===== src/rtl/bmp_binarize_ctrl.sv =====
// Streams a 24-bit BMP from ROM to RAM: header and trailing bytes are copied unchanged,
// and each B,G,R pixel is replaced by all-ones or zero depending on its gray level.
module bmp_binarize_ctrl #(
  parameter int unsigned ADDR_WIDTH  = 20,
  parameter int unsigned BYTE_WIDTH  = 8,
  parameter int unsigned HEADER_SIZE = 54,
  parameter int unsigned TOTAL_SIZE  = 786486,
  parameter int unsigned THRESHOLD   = 128
) (
  input  logic                  clk,
  input  logic                  rst,
  input  logic                  start,
  output logic                  busy,
  output logic                  done,
  output logic                  ROM_ren,
  output logic [ADDR_WIDTH-1:0] ROM_addr,
  input  logic [BYTE_WIDTH-1:0] ROM_out,
  output logic                  RAM_wen,
  output logic [ADDR_WIDTH-1:0] RAM_addr,
  output logic [BYTE_WIDTH-1:0] RAM_din
);

  typedef enum logic [2:0] {
    StIdle, StHdr, StPixRd, StPixAcc, StPixWr, StTail, StDone
  } state_e;

  // Comparing the 3-byte sum against 3*THRESHOLD avoids dividing by three.
  localparam logic [9:0] WhiteLevel = 10'(3 * THRESHOLD);

  state_e                  state_q, state_d;
  logic [ADDR_WIDTH-1:0]   addr_q, addr_d;
  logic [1:0]              phase_q, phase_d;
  logic [9:0]              sum_q, sum_d;
  logic                    cp_wen_q;
  logic [ADDR_WIDTH-1:0]   cp_addr_q;
  logic [ADDR_WIDTH-1:0]   rom_hold_q, ram_hold_q;

  logic                    rd_en, copy_rd, pix_wen;
  logic [ADDR_WIDTH-1:0]   rd_addr;
  logic [31:0]             addr_inc32;
  logic [BYTE_WIDTH-1:0]   pix_byte;

  // Where to go once the byte block ending just before address n is finished.
  function automatic state_e after_block(input logic [31:0] n);
    if (n + 32'd3 <= TOTAL_SIZE) begin
      return StPixRd;
    end else if (n < TOTAL_SIZE) begin
      return StTail;
    end
    return StDone;
  endfunction

  assign addr_inc32 = 32'(addr_q) + 32'd1;

  always_comb begin
    state_d = state_q;
    addr_d  = addr_q;
    phase_d = phase_q;
    sum_d   = sum_q;
    rd_en   = 1'b0;
    copy_rd = 1'b0;
    pix_wen = 1'b0;
    rd_addr = addr_q;
    case (state_q)
      StIdle: begin
        if (start) begin
          state_d = StHdr;
          addr_d  = '0;
          phase_d = '0;
        end
      end
      StHdr: begin
        rd_en   = 1'b1;
        copy_rd = 1'b1;
        addr_d  = addr_q + 1'b1;
        if (addr_inc32 == HEADER_SIZE) state_d = after_block(addr_inc32);
      end
      StPixRd: begin
        // Read data lags by one cycle, so phase 0 clears and phases 1-2 add B and G.
        rd_en   = 1'b1;
        rd_addr = addr_q + ADDR_WIDTH'(phase_q);
        sum_d   = (phase_q == 2'd0) ? '0 : sum_q + 10'(ROM_out);
        if (phase_q == 2'd2) begin
          phase_d = '0;
          state_d = StPixAcc;
        end else begin
          phase_d = phase_q + 2'd1;
        end
      end
      StPixAcc: begin
        sum_d   = sum_q + 10'(ROM_out);
        state_d = StPixWr;
      end
      StPixWr: begin
        pix_wen = 1'b1;
        addr_d  = addr_q + 1'b1;
        if (phase_q == 2'd2) begin
          phase_d = '0;
          state_d = after_block(addr_inc32);
        end else begin
          phase_d = phase_q + 2'd1;
        end
      end
      StTail: begin
        rd_en   = 1'b1;
        copy_rd = 1'b1;
        addr_d  = addr_q + 1'b1;
        if (addr_inc32 == TOTAL_SIZE) state_d = StDone;
      end
      StDone: state_d = StIdle;
      default: state_d = StIdle;
    endcase
  end

  assign pix_byte = (sum_q >= WhiteLevel) ? {BYTE_WIDTH{1'b1}} : '0;

  assign busy     = (state_q != StIdle) && (state_q != StDone);
  assign done     = (state_q == StDone);
  assign ROM_ren  = rd_en;
  assign ROM_addr = rd_en ? rd_addr : rom_hold_q;
  // A pending copy write never coincides with a pixel write.
  assign RAM_wen  = cp_wen_q | pix_wen;
  assign RAM_addr = cp_wen_q ? cp_addr_q : (pix_wen ? addr_q : ram_hold_q);
  assign RAM_din  = cp_wen_q ? ROM_out : (pix_wen ? pix_byte : '0);

  always_ff @(posedge clk or posedge rst) begin
    if (rst) begin
      state_q    <= StIdle;
      addr_q     <= '0;
      phase_q    <= '0;
      sum_q      <= '0;
      cp_wen_q   <= 1'b0;
      cp_addr_q  <= '0;
      rom_hold_q <= '0;
      ram_hold_q <= '0;
    end else begin
      state_q  <= state_d;
      addr_q   <= addr_d;
      phase_q  <= phase_d;
      sum_q    <= sum_d;
      cp_wen_q <= copy_rd;
      if (copy_rd) cp_addr_q <= addr_q;
      if (rd_en) rom_hold_q <= rd_addr;
      if (RAM_wen) ram_hold_q <= RAM_addr;
    end
  end

endmodule


===== config.mk =====
export PLATFORM = sky130hd
export DESIGN_NAME = bmp_binarize_ctrl
export DESIGN_NICKNAME = d
export VERILOG_FILES = /design/src/rtl/bmp_binarize_ctrl.sv
export SDC_FILE = /design/constraint.sdc
export NUM_CORES = 1
export LEC_CHECK = 0
export BUFFER_PORTS_ARGS = -buffer_cell sky130_fd_sc_hd__clkbuf_2
export CORE_ASPECT_RATIO = 0.7
export CORE_MARGIN = 1
export CORE_UTILIZATION = 55
export DETAILED_ROUTE_END_ITERATION = 6
export HOLD_SLACK_MARGIN = 0.05
export PLACE_DENSITY_LB_ADDON = 0.08
export SYNTH_ARGS = -nofsm -noshare
export SYNTH_HDL_FRONTEND = slang
export SYNTH_SLANG_ARGS = --single-unit

===== constraint.sdc =====
create_clock -name clk -period 10.1 [get_ports clk]
set_clock_uncertainty 0.1 [all_clocks]
set_input_delay 2.02 -clock clk [delete_from_list [all_inputs] [get_ports clk]]
set_output_delay 2.02 -clock clk [all_outputs]
set_load 0.03 [all_outputs]

==> impl_metrics.py, run 1 <==
metrics = {
    "drt": {
        "via_per_inst": 6.17,
        "num_vias": 5718,
        "first_pass_iters": 7,
        "avgRoutedWirePerCell_um": 18.3,
        "ant_nets": 0,
        "first_iter_violations": 581,
        "wl_um": 16900,
        "drc": 0,
    },
    "finish": {
        "final_cell_mix": "nand2_1 (113), o21ai_0 (95), dfrtp_1 (95)",
        "final_nets": 794,
        "fillers": 983,
        "layout_commonest_cell": "nand2_1",
        "drive_gt1_share_pct": 14.7,
        "postLayoutCellArea_mm2": 0.00694,
        "synthToLayoutAreaGrowth_pct": 9.99,
        "diodes": 0,
    },
    "place": {
        "io_buffers": 62,
        "postPlaceCellArea_mm2": 0.00661,
        "dp_hpwl_um": 11700,
        "place.gp.congestion": 0.890,
    },
    "clocking": {
        "clock_sinks": 96,
        "clkLatencyLatePin_ps": 350,
        "post_cts_resize_count": 0,
        "cts_hold_buf": 0,
        "clock-root-buffer": "clkbuf_16",
        "clkTransAtPathRegs_ps": 70,
        "cts_made_buffers": 9,
        "htree_num_levels": 3,
        "clock_path_buffers": 2,
        "post_cts_buffers": 0,
        "tritoncts": "built",
    },
    "die": {
        "die_w_um": 130,
        "core_mm2": 0.0111,
        "initial_utilization_pct": 56.9,
        "dieHeight_um": 91.6,
        "fp-row-count": 32,
        "die-area_mm2": 0.0119,
        "ios": 63,
    },
    "timing": {
        "period_share_pct": 57.0,
        "fin_crit_ps": 5760,
        "rsz0062_at_grt": "no",
        "fmax_mhz": 174,
        "setup_viol_count_final": 0,
        "setup_tns_ps": 0,
        "slew_viol_final": 0,
        "hold_viol": 0,
        "tightest_slew_ps": 1100,
        "slew_headroom_pct": 26.5,
    },
    "critical_path": {
        "slowest_delay_ps": 650,
        "cp_max_fo": 18,
        "crit_chain": "nand2_1 -> nor2_1 -> inv_2 -> or3_1 -> nor3_1 -> nand3_1 -> xor2_1 -> a21oi_1 -> clkbuf_2",
        "arrival_ps": 3640,
        "cpMaxStageDelayCell": "dfrtp_1",
        "start_kind": "flop",
        "cp-end-kind": "output port",
        "cp.buffers_inverters": 2,
        "crit_type": "flop to output port",
        "worstPathRequired_ps": 7980,
        "path_delay_family": "simple AND/OR/NAND/NOR gates",
    },
    "power": {
        "switchingPower_mw": 0.900,
        "seqPwrFrac_pct": 30.9,
        "internal-power_mw": 0.977,
        "combPwrFrac_pct": 48.6,
        "p_per_area_mw_per_mm2": 270,
        "swShare_pct": 48.0,
        "p_leak_nw": 3.04,
        "clock_power_share_pct": 20.4,
        "ir_drop_v": 0.000155,
    },
    "yosys": {
        "synth_edf_count": 0,
        "yosys_register_bits": 96,
        "synth-seq-area-share_pct": 38.1,
        "yosysTopAreaCellShare_pct": 38.1,
        "syn-cell-area_mm2": 0.00631,
        "synth_top_area_cell": "dfrtp_1",
        "yosysUniqueCellTypes": 81,
        "synthFlopType": "dfrtp_1",
        "synth_area_leaders": "dfrtp_1 (38%), o21ai_0 (7.5%), nand2_1 (6.7%)",
        "yosysWarnings": 0,
        "avgSynthCellArea_um2": 8.40,
        "synthArstFlopShare_pct": 100,
        "synth_nets": 777,
        "synth_cells": 751,
    },
    "global_route": {
        "grt_pass1_wl_um": 28100,
        "grt_max_degree": 74,
        "grt_usage_pct": 30.5,
        "antenna_found_initial": 0,
        "grt-ovfl-total": 0,
        "grt_pass1_vias": 5382,
    },
    "run_status": {
        "outcome": "completed",
    },
    "worst_hold_path": {
        "hold_path.class": "flop to flop",
    },
    "flow_run": {
        "max-cap-violations": 0,
    },
}
## worst paths after layout
path                               from              to  slack [ps]  depth (start not counted)
setup reg to reg              addr_q[0]      state_q[0]        5780                         10
hold reg to reg            cp_addr_q[7]    cp_addr_q[7]         380                          2
setup / recovery             state_q[1]    ROM_addr[13]        4340                          9
min in group asynchronous           rst  ram_hold_q[14]        1520                          2
max in group asynchronous           rst        cp_wen_q        7100                          3
hold / removal             cp_addr_q[7]    cp_addr_q[7]         380                          2
## metal layers
layer  share of wire (%)  vias to the layer above  global-route usage (%)
met5                   0                        -                       0
met4                 1.4                        0                    8.04
met3                 7.6                       22                    5.13
met2                  43                      226                    43.6
met1                  48                     2782                    47.0
li1                    -                     2688                       -
## state kept, by name, indices dropped and copies added (netlist names)
| name | count |
|---|---|
| state_q | 3 |
| cp_wen_q | 1 |
| rom_hold_q | 20 |
| cp_addr_q | 20 |
| sum_q | 10 |
| ram_hold_q | 20 |
| phase_q | 2 |
| addr_q | 20 |
## worst register-to-register path, cell delays in order, from the launching register on
cell,delay (ps)
dfrtp_1,700
ha_1,740
nand3_4,280
nor3_4,420
mux2i_1,280
nor4b_4,510
a2bb2oi_2,180
o211ai_1,200
nor4_4,360
nor3_1,100
a221o_1,320
## power by group through the flow
stage,Sequential (mW),Combinational (mW),Clock (mW)
CTS,0.579,0.911,0.387
detailed placement,0.585,0.909,0
floorplan,0.513,0.733,0
finish,0.580,0.913,0.384
global route,0.597,0.999,0.403
global placement,0.579,0.891,0
## area by class of cell
cell class / count / area, um^2 / share of cell area (%)
Clock buffer: 11 / 243 / 3.50
Clock inverter: 5 / 86.3 / 1.24
Inverter: 19 / 73.8 / 1.06
Multi-Input combinational cell: 574 / 3590 / 51.7
Sequential cell: 96 / 2400 / 34.6
Tap cell: 153 / 191 / 2.76
Timing Repair Buffer: 68 / 355 / 5.12
## stage by stage
step / total power, mW / hold slack (ps) / util, % / worst slack, ps / instances
after global placement: 1.47 / 359 / 59.6 / 4870 / 910
after floorplan: 1.25 / 346 / - / 5060 / 751
after CTS: 1.88 / 381 / 62.6 / 4360 / 926
after detailed placement: 1.49 / 363 / 59.6 / 4730 / 910
final: 1.88 / 379 / 62.6 / 4340 / 926
after global routing: 2.00 / 406 / 62.6 / 4090 / 926
## logic make-up after synthesis
logic type,count (synthesis),synth area share [%]
buffers and inverters,81,5.37
adder cells (fa/ha/maj),15,3.21
XOR/XNOR,42,5.95
AO/OA/AOI/OAI,208,20.5
flip-flops,96,38.1
multiplexers,28,4.44
AND/OR/NAND/NOR,281,22.5
## cell usage after synthesis (all sizes together), types with 14 or more instances
master / instances
nand3: 21
nor2: 57
dfrtp: 96
nor4: 14
o21ai: 96
nand2: 113
mux2i: 28
xnor2: 31
inv: 19
nor3: 20
buf: 15
a21oi: 39
clkbuf: 47
Note: power is estimated with default switching activity, not from simulation.
==> run 2, diff against run 1 <==
--- a/config.mk
+++ b/config.mk
@@ -8,7 +8,7 @@
 export BUFFER_PORTS_ARGS = -buffer_cell sky130_fd_sc_hd__clkbuf_2
 export CORE_ASPECT_RATIO = 0.7
 export CORE_MARGIN = 1
-export CORE_UTILIZATION = 55
+export CORE_UTILIZATION = 54
 export DETAILED_ROUTE_END_ITERATION = 6
 export HOLD_SLACK_MARGIN = 0.05
 export PLACE_DENSITY_LB_ADDON = 0.08
==> constraint.sdc (replaced) <==
create_clock -name clk -period 5.24 [get_ports clk]
set_clock_uncertainty 0.1 [all_clocks]
set_input_delay 1.048 -clock clk [delete_from_list [all_inputs] [get_ports clk]]
set_output_delay 1.048 -clock clk [all_outputs]
set_load 0.03 [all_outputs]
==> run 2 against run 1 <==
  * Utilization shrank 0.97 points
  * Cell count grew 0.32%
  * Final area shrank 0.49%
  * Setup slack lost 3800 ps
  * Sequential power grew 97%
  * Combinational power grew 93%
  * Non-clock buffer count grew 3
  * Clock power grew 60%
  * Wire length shrank 0.32%
  * Die area grew 1.8%
==> impl_metrics.py, run 2 (synthesis results as in run 1) <==
metrics = {
    "critical_path": {
        "crit_chain": "ha_1 -> inv_1 -> fa_1 -> or3_1 -> nor4_1 -> nand3_1 -> xor2_1 -> a21oi_1 -> clkbuf_2",
        "cpMaxStageDelayCell": "dfrtp_1",
        "cp.buffers_inverters": 2,
        "cp-end-kind": "output port",
        "crit_type": "flop to output port",
        "worstPathRequired_ps": 4090,
        "start_kind": "flop",
        "arrival_ps": 3570,
        "path_delay_family": "simple AND/OR/NAND/NOR gates",
        "cp_max_fo": 19,
        "slowest_delay_ps": 690,
        "reg2reg_slack_ps": 1130,
    },
    "finish": {
        "fillers": 1006,
        "layout_commonest_cell": "nand2_1",
        "drive_gt1_share_pct": 15.1,
        "final_cell_count_no_fill": 929,
        "final_cell_mix": "nand2_1 (113), o21ai_0 (95), dfrtp_1 (95)",
        "diodes": 0,
        "final_nets": 797,
        "synthToLayoutAreaGrowth_pct": 9.46,
    },
    "die": {
        "fp-row-count": 32,
        "ios": 63,
        "initial_utilization_pct": 56.3,
        "dieHeight_um": 92.4,
        "core_mm2": 0.0112,
        "die_w_um": 131,
        "die-area_mm2": 0.0121,
    },
    "place": {
        "placed_cells": 913,
        "place.gp.congestion": 0.930,
        "dp_worst_setup_slack_ps": 903,
        "dp_hpwl_um": 12000,
        "io_buffers": 62,
    },
    "drt": {
        "num_vias": 5650,
        "ant_nets": 0,
        "wl_um": 16900,
        "first_iter_violations": 531,
        "via_per_inst": 6.08,
        "first_pass_iters": 5,
        "avgRoutedWirePerCell_um": 18.2,
        "drc": 0,
    },
    "clocking": {
        "clock_sinks": 96,
        "post_cts_buffers": 0,
        "clock_path_buffers": 2,
        "clock-root-buffer": "clkbuf_16",
        "clkTransAtPathRegs_ps": 70,
        "post_cts_resize_count": 0,
        "tritoncts": "built",
        "cts_made_buffers": 9,
        "clkLatencyLatePin_ps": 350,
        "cts_hold_buf": 0,
        "htree_num_levels": 3,
    },
    "run_status": {
        "outcome": "completed",
    },
    "timing": {
        "fmax_mhz": 212,
        "setup_tns_ps": 0,
        "setup_slack_ps": 520,
        "rsz0062_at_grt": "no",
        "hold_viol": 0,
        "slew_headroom_pct": 29.9,
        "setup_viol_count_final": 0,
        "slew_viol_final": 0,
        "tightest_slew_ps": 1050,
        "fin_crit_ps": 4720,
        "period_share_pct": 90.1,
    },
    "worst_hold_path": {
        "hold_path.class": "flop to flop",
    },
    "power": {
        "p_per_area_mw_per_mm2": 508,
        "p_total_mw": 3.51,
        "ir_drop_v": 0.000280,
        "p_leak_nw": 3.03,
    },
    "global_route": {
        "grt-ovfl-total": 0,
        "grt_usage_pct": 29.2,
        "antenna_found_initial": 0,
        "grt_max_degree": 71,
        "grt_pass1_wl_um": 27600,
        "grt_pass1_vias": 5242,
    },
    "flow_run": {
        "max-cap-violations": 0,
    },
}
==> run 2: per-layer routing <==
layer,track usage [%],up-vias,share of wire [%]
met4,5.69,0,1.2
met1,44.4,2713,49
met2,42.2,224,42
li1,-,2691,-
met3,6.24,22,8.0
met5,0,-,0
==> run 2: through the flow <==
step | utilization, % | hold WS [ps] | cell area, um^2
floorplan | - | 346 | 6310
global placement | 59.2 | 360 | 6630
detailed placement | 59.2 | 364 | 6630
CTS | 61.6 | 381 | 6910
global route | 61.6 | 401 | 6910
finish | 61.6 | 376 | 6910
==> run 2: final timing paths <==
path | depth (start not counted) | start | to
worst max register to register | 10 | addr_q[0] | state_q[0]
max in group asynchronous | 3 | rst | cp_wen_q
min in group asynchronous | 2 | rst | ram_hold_q[15]
worst max-delay path | 9 | addr_q[0] | ROM_addr[14]
worst min register to register | 2 | cp_addr_q[15] | cp_addr_q[15]
worst min-delay path | 2 | cp_addr_q[15] | cp_addr_q[15]
==> run 2: worst reg2reg max path: stages (launching register included) <==
cell     delay [ps]
dfrtp_1         690
ha_1            720
nand3_4         270
nor3_4          400
mux2i_1         240
nor4b_4         430
mux2i_1         250
a21oi_1         140
nor4_4          350
nor3_1          100
a221o_1         320
==> run 2: power by group <==
part / internal [mW] / total (mW) / switching, mW
registers: 0.904 / 1.14 / 0.232
logic: 0.550 / 1.76 / 1.21
clock network: 0.324 / 0.616 / 0.292
total: 1.78 / 3.51 / 1.73
==> run 2: area by class of cell <==
type	instances	area, um^2	share of cell area, %
repair buffers	71	378	5.47
clock buffers	10	229	3.32
clock inverters	6	43.8	0.634
flip-flops and latches	96	2400	34.8
well taps	153	191	2.77
multi-input cells	574	3590	51.9
inverters	19	73.8	1.07
==> run 3, diff against run 2 <==
--- a/config.mk
+++ b/config.mk
@@ -6,8 +6,8 @@
 export NUM_CORES = 1
 export LEC_CHECK = 0
 export BUFFER_PORTS_ARGS = -buffer_cell sky130_fd_sc_hd__clkbuf_2
-export CORE_ASPECT_RATIO = 0.7
-export CORE_MARGIN = 1
+export CORE_ASPECT_RATIO = 0.6
+export CORE_MARGIN = 10
 export CORE_UTILIZATION = 54
 export DETAILED_ROUTE_END_ITERATION = 6
 export HOLD_SLACK_MARGIN = 0.05
==> run 3 against run 2 <==
  * Fmax is 1.0% lower
  * Largest cell class unchanged
  * Sequential power hardly changed
  * Highest routed layer unchanged
  * First-iteration DRC count is 6.0% higher
  * Critical path depth stayed put
  * Non-clock buffer count is 1 higher
==> impl_metrics.py, run 3 (synthesis results as in run 1) <==
metrics = {
    "critical_path": {
        "start_kind": "flop",
        "crit_chain": "ha_1 -> inv_1 -> fa_1 -> or3_1 -> nor4_1 -> and2_1 -> xnor2_1 -> a21oi_1 -> clkbuf_2",
        "crit_type": "flop to output port",
        "cp_max_fo": 19,
        "worstPathRequired_ps": 4090,
        "cpMaxStageDelayCell": "dfrtp_1",
        "cp-end-kind": "output port",
        "arrival_ps": 3620,
        "slowest_delay_ps": 700,
    },
    "finish": {
        "regArea_mm2": 0.00240,
        "layout_commonest_cell": "nand2_1",
        "synthToLayoutAreaGrowth_pct": 9.89,
        "diodes": 0,
        "fillers": 1004,
        "multi_input_area_mm2": 0.00359,
        "drive_gt1_share_pct": 15.2,
        "final_nets": 798,
        "postLayoutCellArea_mm2": 0.00693,
        "final_cell_mix": "nand2_1 (113), o21ai_0 (95), dfrtp_1 (95)",
    },
    "clocking": {
        "clock_path_buffers": 2,
        "cts_made_buffers": 9,
        "clock-root-buffer": "clkbuf_16",
        "tritoncts": "built",
        "post_cts_resize_count": 0,
        "htree_num_levels": 3,
        "clkLatencyLatePin_ps": 350,
        "clock_sinks": 96,
        "clkTransAtPathRegs_ps": 70,
        "cts_hold_buf": 0,
        "post_cts_buffers": 0,
    },
    "global_route": {
        "grt_use_met3_pct": 6.32,
        "busiest_layer": "met1",
        "grt_usage_pct": 21.4,
        "grt_use_met1_pct": 31.7,
        "grt_pass1_wl_um": 29200,
        "grt_max_degree": 71,
        "grt-ovfl-total": 0,
        "met2_usage_pct": 29.5,
        "grt_pass1_vias": 5380,
        "antenna_found_initial": 0,
    },
    "place": {
        "place.gp.congestion": 0.940,
        "postPlaceCellArea_mm2": 0.00665,
        "dp_hpwl_um": 13100,
        "io_buffers": 62,
    },
    "power": {
        "ir_drop_v": 0.000265,
        "switchingPower_mw": 1.78,
        "swShare_pct": 49.9,
        "combPwrFrac_pct": 49.6,
        "seqPwrFrac_pct": 32.2,
        "internal-power_mw": 1.78,
        "clock_power_share_pct": 18.2,
        "p_leak_nw": 3.04,
        "p_per_area_mw_per_mm2": 514,
    },
    "worst_hold_path": {
        "hold_path.class": "flop to flop",
    },
    "drt": {
        "first_iter_violations": 563,
        "num_vias": 5732,
        "via_per_inst": 6.12,
        "first_pass_iters": 5,
        "drc": 0,
        "ant_nets": 0,
        "avgRoutedWirePerCell_um": 19.3,
        "wl_um": 18100,
    },
    "die": {
        "die_w_um": 160,
        "ios": 63,
        "dieHeight_um": 104,
        "fp-row-count": 30,
        "core_mm2": 0.0114,
        "die-area_mm2": 0.0166,
        "initial_utilization_pct": 55.5,
    },
    "timing": {
        "hold_viol": 0,
        "slew_headroom_pct": 29.0,
        "fin_crit_ps": 4770,
        "tightest_slew_ps": 1060,
        "fmax_mhz": 210,
        "setup_tns_ps": 0,
        "setup_viol_count_final": 0,
        "period_share_pct": 91.0,
        "slew_viol_final": 0,
        "rsz0062_at_grt": "no",
    },
    "run_status": {
        "outcome": "completed",
    },
    "flow_run": {
        "max-cap-violations": 0,
    },
}
run 3: changes by cell type in the layout (fill, tap and decap cells not counted), sizes merged:
| cell | change |
|---|---|
| inv | +4 |
| clkinv | -3 |
| clkinvlp | -1 |
| buf | +1 |
run 3: power by group through the flow:
| stage | sequential (mW) | combinational (mW) | clock [mW] |
|---|---|---|---|
| finish | 1.15 | 1.77 | 0.649 |
| global route | 1.18 | 1.93 | 0.693 |
| CTS | 1.14 | 1.77 | 0.662 |
| detailed placement | 1.16 | 1.76 | 0 |
| global placement | 1.14 | 1.73 | 0 |
| floorplan | 0.988 | 1.41 | 0 |
run 3: worst max-delay path: cells and delay by family, from the launching register on:
kind	cells	cell delay, ps
flip-flops	1	700
adder cells (fa/ha/maj)	2	660
AND/OR/NAND/NOR	3	1280
buffers and inverters	2	310
AO/OA/AOI/OAI	1	240
XOR/XNOR	1	60
run 3: through the flow:
step	setup WS (ps)	hold slack, ps	utilization, %	instances	total power, mW
3_3_place_gp	998	358	58.5	921	2.87
5_1_grt	158	390	61.0	937	3.80
4_1_cts	474	380	61.0	937	3.58
3_5_place_dp	855	363	58.5	921	2.92
6_report	470	377	61.0	937	3.56
2_1_floorplan	1170	346	-	751	2.40
run 3: final timing paths:
check / cells past startpoint / slack [ps] / to / from
min reg2reg: 2 / 380 / cp_addr_q[17] / cp_addr_q[17]
min in group asynchronous: 2 / 710 / ram_hold_q[16] / rst
max: 9 / 470 / ROM_addr[18] / addr_q[0]
min: 2 / 380 / cp_addr_q[17] / cp_addr_q[17]
max reg2reg: 10 / 1070 / state_q[0] / addr_q[0]
max in group asynchronous: 3 / 3300 / cp_wen_q / rst
run 3: layout make-up:
cell class / count / area share (%)
tap: 160 / 2.89
timing repair buffer: 72 / 5.56
clock inverter: 6 / 0.794
inverter: 19 / 1.06
clock buffer: 10 / 3.30
multi-input combinational: 574 / 51.7
sequential: 96 / 34.7
run 3: layer usage:
layer | up-vias | part of all wire (%)
met4 | 0 | 1.2
li1 | 2688 | -
met5 | - | 0
met3 | 19 | 10
met1 | 2788 | 48
met2 | 237 | 41
